### src/rtl/ctrl_pkg.sv
// Shared encodings for the raster-pass controller: FSM state type and the
// mode values it drives into the address calculators, SRAM and window buffer.
package ctrl_pkg;

    localparam logic [2:0] WB_NOP  = 3'd0;
    localparam logic [2:0] WB_S1   = 3'd1;
    localparam logic [2:0] WB_S2   = 3'd2;
    localparam logic [2:0] WB_SD3  = 3'd3;
    localparam logic [2:0] WB_SD4  = 3'd4;
    localparam logic [2:0] WB_SHFT = 3'd5;

    localparam logic SRAM_READ  = 1'b1;
    localparam logic SRAM_WRITE = 1'b0;

    localparam logic AC_SRAM_ROWCACHE = 1'b1;
    localparam logic AC_SRAM_OUTARR   = 1'b0;

    localparam logic AC_SDRAM_READ  = 1'b1;
    localparam logic AC_SDRAM_WRITE = 1'b0;

    // Seventeen states, so the register is one bit wider than a nibble.
    typedef enum logic [4:0] {
        IDLE, FR_RD, FR_WAIT, FR_WR, FR_UPD, J_INC,
        C_RD, C_WAIT, C_WB3, S_RD, S_WAIT, C_WB1,
        C_SHFT, O_WR, O_UPD, C_UPD, DONE
    } state_t;

endpackage

### src/rtl/control_unit.sv
// Moore sequencer for one raster pass: row 0 fills the SRAM row cache, later
// rows feed the window buffer and write one result per column after the first.
module control_unit
    import ctrl_pkg::*;
(
    input  logic       clk,
    input  logic       n_rst,
    input  logic       start_flag,
    input  logic       dataRead_sram,
    input  logic       dataRead_sdram,
    input  logic       rollover_i,
    input  logic       rollover_j,
    input  logic       rollover_i_wr,
    output logic       enable_i,
    output logic       enable_j,
    output logic       enable_i_wr,
    output logic       enable_addr_calc_sram,
    output logic       enable_addr_calc_sdram,
    output logic       enable_WB,
    output logic       enable_sram,
    output logic       read_en_sdram,
    output logic       write_en_sdram,
    output logic       mode_addr_calc_sram,
    output logic       mode_addr_calc_sdram,
    output logic [2:0] mode_WB,
    output logic       mode_sram,
    output logic       finish_flag
);

    state_t state, next_state;
    logic   first_col;

    // Output-column wrap is informational only; it never steers the sequence.
    logic unused_rollover_i_wr;
    assign unused_rollover_i_wr = rollover_i_wr;

    // NOTE: sequential state uses non-blocking assignments so every register
    // samples pre-edge values, independent of process evaluation order.
    always_ff @(posedge clk or negedge n_rst) begin
        if (!n_rst) begin
            state     <= IDLE;
            first_col <= 1'b0;
        end else begin
            state <= next_state;
            if (state == J_INC)
                first_col <= 1'b1;
            else if (state == C_UPD)
                first_col <= 1'b0;
        end
    end

    // NOTE: next_state gets a default before the case so no path infers a latch.
    always_comb begin
        next_state = state;
        case (state)
            IDLE:    if (start_flag) next_state = FR_RD;
            FR_RD:   next_state = dataRead_sdram ? FR_WR : FR_WAIT;
            FR_WAIT: if (dataRead_sdram) next_state = FR_WR;
            FR_WR:   next_state = FR_UPD;
            FR_UPD:  next_state = rollover_i ? J_INC : FR_RD;
            J_INC:   next_state = rollover_j ? DONE : C_RD;
            C_RD:    next_state = dataRead_sdram ? C_WB3 : C_WAIT;
            C_WAIT:  if (dataRead_sdram) next_state = C_WB3;
            C_WB3:   next_state = S_RD;
            S_RD:    next_state = S_WAIT;
            S_WAIT:  if (dataRead_sram) next_state = C_WB1;
            C_WB1:   next_state = first_col ? C_UPD : C_SHFT;
            C_SHFT:  next_state = O_WR;
            O_WR:    next_state = O_UPD;
            O_UPD:   next_state = C_UPD;
            C_UPD:   next_state = rollover_i ? J_INC : C_RD;
            DONE:    next_state = IDLE;
            default: next_state = IDLE;
        endcase
    end

    always_comb begin
        enable_i               = 1'b0;
        enable_j               = 1'b0;
        enable_i_wr            = 1'b0;
        enable_addr_calc_sram  = 1'b0;
        enable_addr_calc_sdram = 1'b0;
        enable_WB              = 1'b0;
        enable_sram            = 1'b0;
        read_en_sdram          = 1'b0;
        write_en_sdram         = 1'b0;
        mode_addr_calc_sram    = AC_SRAM_ROWCACHE;
        mode_addr_calc_sdram   = AC_SDRAM_READ;
        mode_WB                = WB_NOP;
        mode_sram              = SRAM_WRITE;
        finish_flag            = 1'b0;
        case (state)
            FR_RD, C_RD: read_en_sdram = 1'b1;
            FR_WR: begin
                enable_sram         = 1'b1;
                mode_sram           = SRAM_WRITE;
                mode_addr_calc_sram = AC_SRAM_ROWCACHE;
            end
            FR_UPD, C_UPD: begin
                enable_i               = 1'b1;
                enable_addr_calc_sram  = 1'b1;
                enable_addr_calc_sdram = 1'b1;
            end
            J_INC: enable_j = 1'b1;
            C_WB3: begin
                enable_WB = 1'b1;
                mode_WB   = WB_SD3;
            end
            S_RD: begin
                enable_sram         = 1'b1;
                mode_sram           = SRAM_READ;
                mode_addr_calc_sram = AC_SRAM_ROWCACHE;
            end
            C_WB1: begin
                enable_WB = 1'b1;
                mode_WB   = WB_S1;
            end
            C_SHFT: begin
                enable_WB = 1'b1;
                mode_WB   = WB_SHFT;
            end
            O_WR: begin
                write_en_sdram       = 1'b1;
                mode_addr_calc_sdram = AC_SDRAM_WRITE;
            end
            O_UPD: begin
                enable_i_wr            = 1'b1;
                enable_addr_calc_sdram = 1'b1;
                mode_addr_calc_sdram   = AC_SDRAM_WRITE;
            end
            DONE:    finish_flag = 1'b1;
            default: ;
        endcase
    end

endmodule

### config.mk
export PLATFORM = sky130hd
export DESIGN_NAME = control_unit
export DESIGN_NICKNAME = d
export VERILOG_FILES = /design/src/rtl/ctrl_pkg.sv /design/src/rtl/control_unit.sv
export SDC_FILE = /design/constraint.sdc
export NUM_CORES = 1
export LEC_CHECK = 0
export BUFFER_PORTS_ARGS = -buffer_cell sky130_fd_sc_hd__buf_4
export CAP_MARGIN = 20
export CORE_AREA = 2 2 41 46
export DETAILED_ROUTE_END_ITERATION = 8
export DIE_AREA = 0 0 43 48
export HOLD_SLACK_MARGIN = 0.08
export PLACE_DENSITY = 0.71
export SLEW_MARGIN = 5
export SYNTH_ARGS = -nofsm -noshare
export SYNTH_HDL_FRONTEND = slang
export SYNTH_SLANG_ARGS = --single-unit
export TNS_END_PERCENT = 10
### constraint.sdc
create_clock -name clk -period 1.5 [get_ports clk]
set_input_delay 0.15 -clock clk [delete_from_list [all_inputs] [get_ports clk]]
set_output_delay 0.15 -clock clk [all_outputs]
set_load 0.01 [all_outputs]
; ---- Word level (Yosys, flattened, before mapping)
; Cells that the tools add are included.
[word_totals]
register_bits = 6
wordCells = 56
output_inout_bits = 16
[classes]
eq_ne = 20
n_reduce_logical = 9
muxes = 25
[ops]
columns = cell, n
row1 = 5-bit one-hot mux with 16 select lines, 1
row2 = 5-bit by 4-bit == test with 1-bit output (second input constant), 8
row3 = 5-bit two-way mux, 5
row4 = 5-bit by 3-bit == test with 1-bit output (second input constant), 4
row5 = 1-bit two-way mux, 14
row6 = 5-bit by 2-bit == test with 1-bit output (second input constant), 2
row7 = 3-bit one-hot mux with 3 select lines, 1
row8 = 2-bit != test (second input constant), 4
row9 = 2-bit OR reduction, 4
row10 = 3-bit OR reduction, 2
row11 = 5-bit by 1-bit == test with 1-bit output (second input constant), 1
row12 = 5-bit == test (second input constant), 1
row13 = 5-bit zero test, 1
row14 = 2-bit two-way mux, 2
row15 = 4-bit two-way mux, 1
row16 = 4-bit AND reduction, 1
row17 = 3-bit two-way mux, 1
row18 = 2-bit nonzero test, 1

; ---- Longest topological paths before layout
; Gate-level depths: netlist (run 1).
[logic_depth]
ltp_word = 3
mapped_depth = 6
depth_no_buf = 4

; ---- Least setup slack after synthesis (run 1)
; No wires, ideal clock.
[synth_path]
path_kind = reg-to-reg
start = reg state[1]
end = reg state[0]
synth_period_minus_slack_ps = 1555
stages_incl_launch_ff = 6
arrival_ps = 1461
setup_slack_ps = -55
setup_time_ps = 94
cell_sequence = dfrtp_1 -> buf_6 -> nor2b_4 -> nor4b_1 -> or4_4 -> a221oi_2
[synth_via]
elab_chain_cells = 3
elab_cells_between_ends = 22
[synth_rtl]
columns = element, line_no
row1 = "start, declared", control_unit.sv:30  ; state_t state, next_state;
row2 = "start signal, assigned", control_unit.sv:44  ; state <= next_state;
row3 = "5-bit by 2-bit == test with 1-bit output, or another cell as far along", control_unit.sv:55  ; case (state)
row4 = 2-bit != test (no source line), --
row5 = 4-bit AND reduction (no source line), --
; Several ways; a longest one is shown, not always the timed one.
; A chain may end at the register's enable or synchronous reset.

; ---- Worst setup path in the final report (run 1)
; Ends and elaborated chain as after synthesis.

==> implementation parameters, run 1 <==
Parameter                              Value

Die
  Total die area    slightly above 2000 um^2
  Die height    48 um
  Core area    roughly 1600 um^2
  Site row count    15
  Count of pins on the block boundary    24
  Width of the die    43 um
  Initial Util    41.6%

Synthesis
  Net Count, Synth    between 90 and 100
  Most numerous cell in the Yosys netlist    sky130_fd_sc_hd__nor2_1
  Synthesized instance count    slightly below 90
  Library cell with the largest summed area after synthesis    sky130_fd_sc_hd__dfrtp_1
  Sequential area share after synthesis    22.9%
  Top-area cell type share of the netlist area    22.9%
  Average instance area after synthesis    about 7.5 um^2
  Async set-or-reset flop fraction in the synthesized netlist    100%
  Post-synth EDFFs    0
  Synth Flop Type    sky130_fd_sc_hd__dfrtp_1
  Yosys warnings    0
  Netlist cell types    39
  Synthesized flop and latch total    6
  Cells taking the most area after synthesis    sky130_fd_sc_hd__dfrtp_1 23%, sky130_fd_sc_hd__nor3_1 6.9%, sky130_fd_sc_hd__buf_4 5.7%, sky130_fd_sc_hd__nor2_1 5.7%, sky130_fd_sc_hd__a21oi_1 4.6%
  Post-Synthesis Cell Area    656 um^2
  Leading post-synthesis cells by instance count    10 x sky130_fd_sc_hd__nor2_1, 9 x sky130_fd_sc_hd__nor3_1, 6 x sky130_fd_sc_hd__a21oi_1, 6 x sky130_fd_sc_hd__dfrtp_1

Finish
  Post-layout utilization of the core    roughly 67%
  Combined flip-flop and latch cell area    between 150 and 200 um^2
  Share of final-layout standard cells stronger than drive strength 1    a little over half
  Number of antenna cells inserted    0
  Area growth from synthesis to layout    62.2%
  Number of nets in the final layout    130
  Fillers    roughly 130
  Combined area of the multi-input logic cells    517 um^2

Worst setup path
  Critical path endpoint category    register
  Worst Setup Start Kind    register
  Launch instance of the worst register-to-register path    state[1]
  Setup crit start    state[1]
  Cell count of the worst reg-to-reg path    5
  Cell depth of the worst setup path    5
  Highest cell delay on the worst timing path    roughly 0.50 ns
  Crit path buffers/inverters    1
  Crit-path cells    buf_4 -> nor2b_4 -> nor4b_1 -> or4_4 -> a221oi_2
  Critical path data required time    1.64 ns
  Critical R2R Capture    state[0]
  Worst Setup EP    state[0]
  Register-to-register path setup slack    -0.20 ns
  Arrival @ worst endpoint    between 1.5 and 2 ns
  Cell type group with the largest total delay on the critical path    simple AND/OR/NAND/NOR gates
  Worst-path cell with the longest stage delay    sky130_fd_sc_hd__or4_4
  WS Path Type    reg -> reg
  Critical-path maximum fanout    4

Route
  Total wirelength of the detailed-routed design    roughly 2000 um
  First-iteration detailed-routing DRC count    20
  Number of vias after detailed routing    between 700 and 800
  Vias per Instance    between 5 and 6
  Number of optimization iterations in the first detailed-route pass    5
  Per-cell routed wire length    between 10 and 15 um
  Remaining routing DRC violations    0
  Count of antenna-violating nets left after detailed routing    0

Global route
  Remaining global-route overflow    0
  Via count of the first global-routing pass    roughly 720
  Combined global-route utilization of all metal layers    a little over a fifth
  Antenna violations before repair    0
  Wire length of the first global-routing pass    between 3000 and 4000 um
  Largest net degree at the start of global routing    15

Timing
  Shortest period the worst path allows    roughly 1.7 ns
  Fmax    around 590 MHz
  Setup Total Neg Slack    -1.48 ns
  Final-layout worst hold slack    0.160 ns
  RSZ-0062 raised after global routing    true
  Hold Vio Cnt, Final    0
  Setup Viol. Count Final    14
  Final number of max-transition violations    0
  Maximum clock skew at final layout    slightly below 0.003 ns
  Crit path setup slack, layout    -0.204 ns
  Share of the cycle needed by the critical path after routing    114%

Power and ir drop
  Power density over cell area    2310 nW/um^2
  Maximum vdd drop    ~1.1 mV
  Power share of the clock group    under 10%
  Design internal power    around 1.3 mW
  Combinational share of power    ~81%
  Sequential share of power    a little over an eighth
  Final Power    ~2.5 mW
  Switching pwr    roughly 1.1 mW
  Switching fraction of total power    45.4%
  Leak Pwr    ~0.45 nW

Clocking
  Number of buffers on the longest clock path    2
  CTS tree    built
  CTS root buf    sky130_fd_sc_hd__clkbuf_4
  Skew-Pair Late Insertion Delay    roughly 0.24 ns
  Clock buffer count from CTS    3
  Clock transition at path regs    approximately 0.040 ns
  H-tree depth reported by CTS    1
  Number of sinks on the clock net    6

Placed design
  Worst slack at placement    -0.103 ns
  Total of buffers placed on input and output ports    21
  Sum of net half-perimeters after detailed placement    approximately 1400 um
  Final weighted congestion in routability-driven placement    0.846

Worst hold path
  Worst hold path stage count    2
  Worst min-delay path class    in -> reg

Run status
  Violated checks    negative setup slack
  Status    finished, violations left

Job
  Max cap viols    0
## final cells by class
class / instances / share of cell area [%]
multi-input cells: 69 / 48.6
repair buffers: 41 / 32.7
flip-flops and latches: 6 / 14.2
clock buffers: 3 / 2.12
well taps: 17 / 2.00
inverters: 1 / 0.353
## state kept, by name (all words and copies together) (netlist names)
signal     cells
first_col      1
state          5
## cell families (layout without fill, tap and decap cells)
| kind of cell | Yosys count | count (layout) | synth area share (%) |
|---|---|---|---|
| AND/OR/NAND/NOR | 47 | 47 | 41.4 |
| AO/OA/AOI/OAI | 18 | 18 | 18.9 |
| buffers and inverters | 13 | 45 | 11.8 |
| flip-flops | 6 | 6 | 22.9 |
| XOR/XNOR | 2 | 2 | 2.67 |
| other | 1 | 1 | 0.572 |
| multiplexers | 1 | 1 | 1.72 |
## power groups by stage
stage,Clock (mW),Combinational (mW),Sequential [mW]
after floorplan,0,1.08,0.267
after global placement,0,1.58,0.316
after detailed placement,0,1.62,0.320
after CTS,0.152,1.93,0.317
after global routing,0.169,2.14,0.332
final,0.144,1.99,0.318
## routing by layer
metal  vias to the layer above  routed length (um)  track usage [%]
li1                        379                   -                -
met1                       381                 804             25.9
met2                        33                1080             38.8
met3                         2                 117             4.53
met4                         0                   6             5.45
met5                         -                   0                0
## stage by stage
stage,std cells,area [um^2]
after floorplan,88,656
after global placement,131,888
after detailed placement,131,888
after CTS,137,1040
after global routing,137,1060
final,137,1060
## worst min-delay path by stage
stage | from | to | slack [ns]
after floorplan | n_rst | first_col | -0.15
after global placement | n_rst | state[2] | -0.04
after detailed placement | n_rst | state[2] | -0.04
after CTS | rollover_j | state[4] | 0.16
after global routing | rollover_j | state[4] | 0.15
final | rollover_j | state[4] | 0.16
## repair_timing
action	CTS	global route
hold endpoints to repair	6	0
hold buffers	1	0
pin swaps	3	0
setup endpoints to repair	19	19
setup buffers	2	0
resized for setup	26	5
## cells in the final DEF (no fill, tap or decap), types with 2 or more instances in the layout
| cell type | count |
|---|---|
| sky130_fd_sc_hd__nor4b_1 | 2 |
| sky130_fd_sc_hd__nor3_1 | 3 |
| sky130_fd_sc_hd__nand2b_1 | 2 |
| sky130_fd_sc_hd__a21oi_1 | 5 |
| sky130_fd_sc_hd__nor2_2 | 2 |
| sky130_fd_sc_hd__buf_4 | 30 |
| sky130_fd_sc_hd__nand2_1 | 5 |
| sky130_fd_sc_hd__o21ai_0 | 3 |
| sky130_fd_sc_hd__dfrtp_1 | 5 |
| sky130_fd_sc_hd__nor2_1 | 8 |
| sky130_fd_sc_hd__nand3_1 | 3 |
| sky130_fd_sc_hd__buf_6 | 10 |
| sky130_fd_sc_hd__clkbuf_4 | 3 |
| sky130_fd_sc_hd__or3_1 | 2 |
| sky130_fd_sc_hd__nor3_2 | 5 |
Power figures use the tool's default switching activity.
==> inputs of run 2 (changes only) <==
--- a/config.mk
+++ b/config.mk
@@ -7,11 +7,12 @@
 export LEC_CHECK = 0
 export BUFFER_PORTS_ARGS = -buffer_cell sky130_fd_sc_hd__buf_4
 export CAP_MARGIN = 20
-export CORE_AREA = 2 2 41 46
+export CORE_AREA = 2 2 42 44
+export CTS_BUF_LIST = sky130_fd_sc_hd__clkbuf_8
 export DETAILED_ROUTE_END_ITERATION = 8
-export DIE_AREA = 0 0 43 48
+export DIE_AREA = 0 0 44 46
 export HOLD_SLACK_MARGIN = 0.08
-export PLACE_DENSITY = 0.71
+export PLACE_DENSITY = 0.72
 export SLEW_MARGIN = 5
 export SYNTH_ARGS = -nofsm -noshare
 export SYNTH_HDL_FRONTEND = slang
==> run 2 against run 1 <==
Effect of this change: the run still ends with negative setup slack left; clock skew rose by 0.0024 ns; critical path type is now reg -> out; wire length rose by 7.2%; die area down 1.9%; flip-flop and latch count unchanged; total power is 4.2% higher; combinational power is essentially flat; sequential power up 4%; non-clock buffer count is 1 lower; worst setup slack improved by 0.061 ns; critical path depth fell by 1; first-iteration DRC count decreased by 20%; register-to-register slack better by 0.07 ns.
==> implementation parameters, run 2 (synthesized netlist as in run 1, its figures left out) <==
Parameter                              Value

Run status
  Status    finished, violations left
  Violated checks    negative setup slack

Power and ir drop
  Switching fraction of total power    44.5%
  Leak Pwr    0.459 nW
  Switching pwr    about 1.1 mW
  Power share of the clock group    9.4%
  Power density over cell area    between 2000 and 2500 nW/um^2
  Sequential share of power    13.0%
  Combinational share of power    77.7%
  Design internal power    ~1.4 mW
  Maximum vdd drop    1.12 mV

Die
  Width of the die    roughly 44 um
  Total die area    just over 2000 um^2
  Core area    roughly 1600 um^2
  Die height    46 um
  Site row count    15
  Count of pins on the block boundary    24
  Initial Util    40.6%

Worst hold path
  Worst hold path stage count    2
  Min-Delay Endpoint    state[4]
  Worst min-delay path class    in -> reg
  Min-delay src    rollover_j

Timing
  Setup Total Neg Slack    -1.52 ns
  Final number of max-transition violations    0
  Shortest period the worst path allows    approximately 1.6 ns
  Crit path setup slack, layout    -0.142 ns
  Setup Viol. Count Final    16
  Maximum clock skew at final layout    between 0.005 and 0.006 ns
  Fmax    approximately 600 MHz
  Share of the cycle needed by the critical path after routing    109%
  RSZ-0062 raised after global routing    true
  Hold Vio Cnt, Final    0

Job
  Max cap viols    0

Clocking
  Skew-Pair Late Insertion Delay    approximately 0.22 ns
  Clock transition at path regs    about 0.04 ns
  H-tree depth reported by CTS    1
  Number of buffers on the longest clock path    2
  Clock buffer count from CTS    3
  CTS root buf    sky130_fd_sc_hd__clkbuf_8
  CTS tree    built
  Number of sinks on the clock net    6

Worst setup path
  Arrival @ worst endpoint    1.49 ns
  Cell count of the worst reg-to-reg path    5
  Critical-path maximum fanout    4
  Register-to-register path setup slack    -0.13 ns
  WS Path Type    reg -> out
  Worst Setup Start Kind    register
  Critical R2R Capture    state[0]
  Critical path data required time    1.35 ns
  Launch instance of the worst register-to-register path    state[0]
  Critical path endpoint category    output pin

Route
  Per-cell routed wire length    15.8 um
  Remaining routing DRC violations    0
  First-iteration detailed-routing DRC count    16
  Count of antenna-violating nets left after detailed routing    0
  Vias per Instance    5.71
  Number of optimization iterations in the first detailed-route pass    4
  Total wirelength of the detailed-routed design    between 2000 and 2500 um
  Number of vias after detailed routing    between 700 and 800

Finish
  Fillers    141
  Largest register by flop count    state
  Largest registers in the final layout    state (5), first_col (1)
  Max reg flops    5
  Number of nets in the final layout    ~130
  Final std cell area, no fill    approximately 1100 um^2
  Final instance count without filler cells    approximately 140
  Share of final-layout standard cells stronger than drive strength 1    a little over half
  Number of antenna cells inserted    0
  Post-layout utilization of the core    about two thirds
  Leading cell types in the layout, fill and taps excluded    32 x sky130_fd_sc_hd__buf_4, 9 x sky130_fd_sc_hd__nor2_1, 6 x sky130_fd_sc_hd__nor3_2, 6 x sky130_fd_sc_hd__buf_6
  Commonest non-fill, non-tap cell in the layout    sky130_fd_sc_hd__buf_4
  Area growth from synthesis to layout    63.2%

Global route
  Wire length of the first global-routing pass    about 3300 um
  Combined global-route utilization of all metal layers    22.6%
  Via count of the first global-routing pass    slightly above 700
  Largest net degree at the start of global routing    17
  Remaining global-route overflow    0
  Antenna violations before repair    0

Placed design
  Post-place instance area    between 800 and 900 um^2
  Sum of net half-perimeters after detailed placement    1380 um
  Placed cells    130
  Final weighted congestion in routability-driven placement    ~0.9
  Total of buffers placed on input and output ports    21
-- run 2: worst max-delay path by stage --
| stage | cells past startpoint | slack, ns | startpoint | endpoint |
|---|---|---|---|---|
| global placement | 4 | 0.006 | state[3] | state[0] |
| CTS | 5 | -0.12 | state[0] | state[0] |
| floorplan | 5 | -0.05 | state[1] | state[0] |
| detailed placement | 4 | -0.02 | state[2] | state[1] |
| finish | 4 | -0.14 | state[1] | finish_flag |
| global route | 5 | -0.20 | state[0] | state[0] |
-- run 2: critical path: stages, from the launching register on --
cell                      delay [ns]
sky130_fd_sc_hd__dfrtp_1        0.40
sky130_fd_sc_hd__or3_1          0.42
sky130_fd_sc_hd__buf_6          0.14
sky130_fd_sc_hd__nor3b_2        0.16
sky130_fd_sc_hd__buf_4          0.14
-- run 2: through the flow --
| step | total power, mW | setup slack [ns] | hold slack, ns |
|---|---|---|---|
| after floorplan | 1.34 | -0.0547 | -0.146 |
| after global placement | 1.91 | 0.00620 | -0.0413 |
| after detailed placement | 1.94 | -0.0234 | -0.0417 |
| after CTS | 2.45 | -0.117 | 0.183 |
| after global routing | 2.74 | -0.198 | 0.186 |
| final | 2.56 | -0.142 | 0.177 |
-- run 2: power by group through the flow --
stage / registers (mW) / clock network (mW) / logic (mW)
finish: 0.332 / 0.239 / 1.98
global route: 0.338 / 0.253 / 2.15
CTS: 0.319 / 0.243 / 1.88
detailed placement: 0.313 / 0 / 1.63
global placement: 0.309 / 0 / 1.60
floorplan: 0.267 / 0 / 1.08
-- run 2: timing repair --
item | 4_1_cts | 5_1_grt
hold buffers | 1 | 0
gates cloned | 0 | 0
hold endpoints to repair | 6 | 0
buffers inserted | 2 | 0
pin swaps | 2 | 2
gates resized for setup | 21 | 5
setup endpoints to repair | 17 | 20
-- run 2: layout make-up --
type                    instances  area, um^2  area share, %
inverters                       1        3.75          0.351
well taps                      17        21.3           1.99
repair buffers                 40         338           31.6
clock buffers                   3        41.3           3.86
multi-input cells              69         514           48.1
flip-flops and latches          6         151           14.2
-- run 2: layer usage --
layer | vias to the layer above | share of wire [%] | routed length [um] | GRT usage [%]
li1 | 376 | - | - | -
met1 | 360 | 42 | 897 | 28.5
met2 | 30 | 50 | 1090 | 38.2
met3 | 10 | 5.1 | 109 | 4.37
met4 | 0 | 2.7 | 59 | 8.48
met5 | - | 0 | 0 | 0
==> inputs of run 3 (changes only) <==
--- a/config.mk
+++ b/config.mk
@@ -7,12 +7,12 @@
 export LEC_CHECK = 0
 export BUFFER_PORTS_ARGS = -buffer_cell sky130_fd_sc_hd__buf_4
 export CAP_MARGIN = 20
-export CORE_AREA = 2 2 42 44
+export CORE_AREA = 2 2 39 41
 export CTS_BUF_LIST = sky130_fd_sc_hd__clkbuf_8
 export DETAILED_ROUTE_END_ITERATION = 8
-export DIE_AREA = 0 0 44 46
+export DIE_AREA = 0 0 41 43
 export HOLD_SLACK_MARGIN = 0.08
-export PLACE_DENSITY = 0.72
+export PLACE_DENSITY = 0.8
 export SLEW_MARGIN = 5
 export SYNTH_ARGS = -nofsm -noshare
 export SYNTH_HDL_FRONTEND = slang
==> constraint.sdc (replaced) <==
create_clock -name clk -period 1.94 [get_ports clk]
set_input_delay 0.194 -clock clk [delete_from_list [all_inputs] [get_ports clk]]
set_output_delay 0.194 -clock clk [all_outputs]
set_load 0.01 [all_outputs]
==> run 3 against run 2 <==
Effect of this change: the flow now finishes without violations; highest routed layer unchanged; flip-flop and latch count unchanged; final area is 20% lower; total power decreased by 39%; largest cell class unchanged; combinational power decreased by 46%; cell count is 9.6% lower.
==> implementation parameters, run 3 (synthesized netlist as in run 1, its figures left out) <==
Parameter                              Value

Finish
  Final std cell area, no fill    857 um^2
  Number of nets in the final layout    between 100 and 150
  Fillers    129
  Largest register by flop count    state
  Leading cell types in the layout, fill and taps excluded    27 x sky130_fd_sc_hd__buf_4, 10 x sky130_fd_sc_hd__nor2_1, 9 x sky130_fd_sc_hd__nor3_1
  Max reg flops    5
  Share of final-layout standard cells stronger than drive strength 1    about 36%
  Commonest non-fill, non-tap cell in the layout    sky130_fd_sc_hd__buf_4
  Area growth from synthesis to layout    30.7%
  Number of antenna cells inserted    0
  Largest registers in the final layout    state (5), first_col (1)

Route
  Count of antenna-violating nets left after detailed routing    0
  Remaining routing DRC violations    0
  Number of vias after detailed routing    ~770
  Number of optimization iterations in the first detailed-route pass    4
  First-iteration detailed-routing DRC count    29
  Per-cell routed wire length    about 15 um
  Vias per Instance    ~6.2
  Total wirelength of the detailed-routed design    between 1500 and 2000 um

Worst setup path
  Crit-path cells    or2b_2 -> mux2_2 -> nor3_1 -> buf_4
  Worst-path cell with the longest stage delay    sky130_fd_sc_hd__dfrtp_1
  WS Path Type    reg -> out
  Critical path data required time    between 1.5 and 2 ns
  Critical-path maximum fanout    10
  Critical path endpoint category    output pin
  Highest cell delay on the worst timing path    approximately 0.47 ns
  Arrival @ worst endpoint    1.63 ns
  Worst Setup Start Kind    register

Global route
  Largest net degree at the start of global routing    17
  GRT met2 Usage    between 30% and 40%
  Combined global-route utilization of all metal layers    22.4%
  Remaining global-route overflow    0
  GR Layer Usage met3    3.14%
  Via count of the first global-routing pass    676
  Met1 GRT Util    29.6%
  Antenna violations before repair    0
  Most Crowded Layer GR    met2
  Wire length of the first global-routing pass    approximately 2800 um

Placed design
  Total of buffers placed on input and output ports    21
  Post-place instance area    805 um^2
  Worst slack at placement    0.225 ns
  Final weighted congestion in routability-driven placement    about 0.86
  Sum of net half-perimeters after detailed placement    ~1300 um

Die
  Count of pins on the block boundary    24
  Width of the die    between 40 and 50 um
  Total die area    roughly 1800 um^2
  Core area    around 1400 um^2
  Site row count    14
  Initial Util    between 40% and 50%
  Die height    between 40 and 50 um

Power and ir drop
  Maximum vdd drop    between 0.8 and 0.9 mV
  Final Power    1.56 mW
  Power density over cell area    around 1800 nW/um^2
  Leak Pwr    about 0.37 nW

Timing
  Setup Total Neg Slack    0 ns
  Hold Vio Cnt, Final    0
  Final number of max-transition violations    0
  Shortest period the worst path allows    around 1.8 ns
  Crit path setup slack, layout    0.116 ns
  Share of the cycle needed by the critical path after routing    between 90 and 100%
  Fmax    roughly 550 MHz
  RSZ-0062 raised after global routing    false
  Setup Viol. Count Final    0
  Maximum clock skew at final layout    ~0.0027 ns
  Final-layout worst hold slack    between 0.2 and 0.25 ns

Clocking
  Number of buffers added for setup after CTS    0
  H-tree depth reported by CTS    1
  Skew-Pair Late Insertion Delay    approximately 0.22 ns
  Number of sinks on the clock net    6
  CTS root buf    sky130_fd_sc_hd__clkbuf_8
  Clock buffer count from CTS    3
  Clock transition at path regs    0.04 ns
  Number of buffers on the longest clock path    2
  CTS tree    built

Run status
  Status    complete, no violations

Job
  Max cap viols    0

Worst hold path
  Worst min-delay path class    in -> reg
==> run 3: changes by cell type in the layout (fill, tap and decap cells not counted), sizes merged <==
| cell | change |
|---|---|
| buf | -12 |
==> run 3: what timing repair did <==
action | 4_1_cts | 5_1_grt
endpoints found under the hold margin | 6 | 0
endpoints found under the setup margin | 0 | 1
resized for setup | 0 | 1
hold buffers | 1 | 0
==> run 3: routing by layer <==
metal  routed length, um  up-vias
met3                 109        4
li1                    -      354
met4                  19        0
met5                   0        -
met1                 760      371
met2                 908       36
==> run 3: layout make-up <==
class	instances	area (um^2)	share of cell area (%)
well taps	16	20.0	2.34
multi-input cells	69	428	49.9
inverters	1	3.75	0.438
clock buffers	3	41.3	4.82
repair buffers	28	213	24.8
flip-flops and latches	6	151	17.7
==> run 3: final timing paths <==
| kind | start | depth (start not counted) | endpoint | slack (ns) |
|---|---|---|---|---|
| min in group asynchronous | n_rst | 2 | state[2] | 0.32 |
| max in group asynchronous | n_rst | 2 | state[1] | 1.50 |
| worst max register to register | state[0] | 4 | state[0] | 0.24 |
| worst min register to register | first_col | 2 | first_col | 0.62 |
| worst max-delay path | state[0] | 4 | read_en_sdram | 0.12 |
| worst min-delay path | rollover_j | 2 | state[4] | 0.22 |
==> run 3: power by group <==
part / internal (mW) / total, mW / switching (mW)
sequential: 0.185 / 0.306 / 0.121
combinational: 0.512 / 1.07 / 0.553
clock: 0.133 / 0.185 / 0.0520
total: 0.830 / 1.56 / 0.726
==> run 3: metrics by stage <==
stage	utilization, %	std cells
2_1_floorplan	-	88
3_5_place_dp	58.1	119
3_3_place_gp	58.1	119
4_1_cts	61.8	123
6_report	61.9	123
5_1_grt	61.9	123
==> run 3: worst max-delay path, delay by kind of cell (launching register included) <==
kind | cells | cell delay (ns)
muxes | 1 | 0.27
DFF | 1 | 0.47
and+or+nand+nor | 2 | 0.51
buffers and inverters | 1 | 0.15
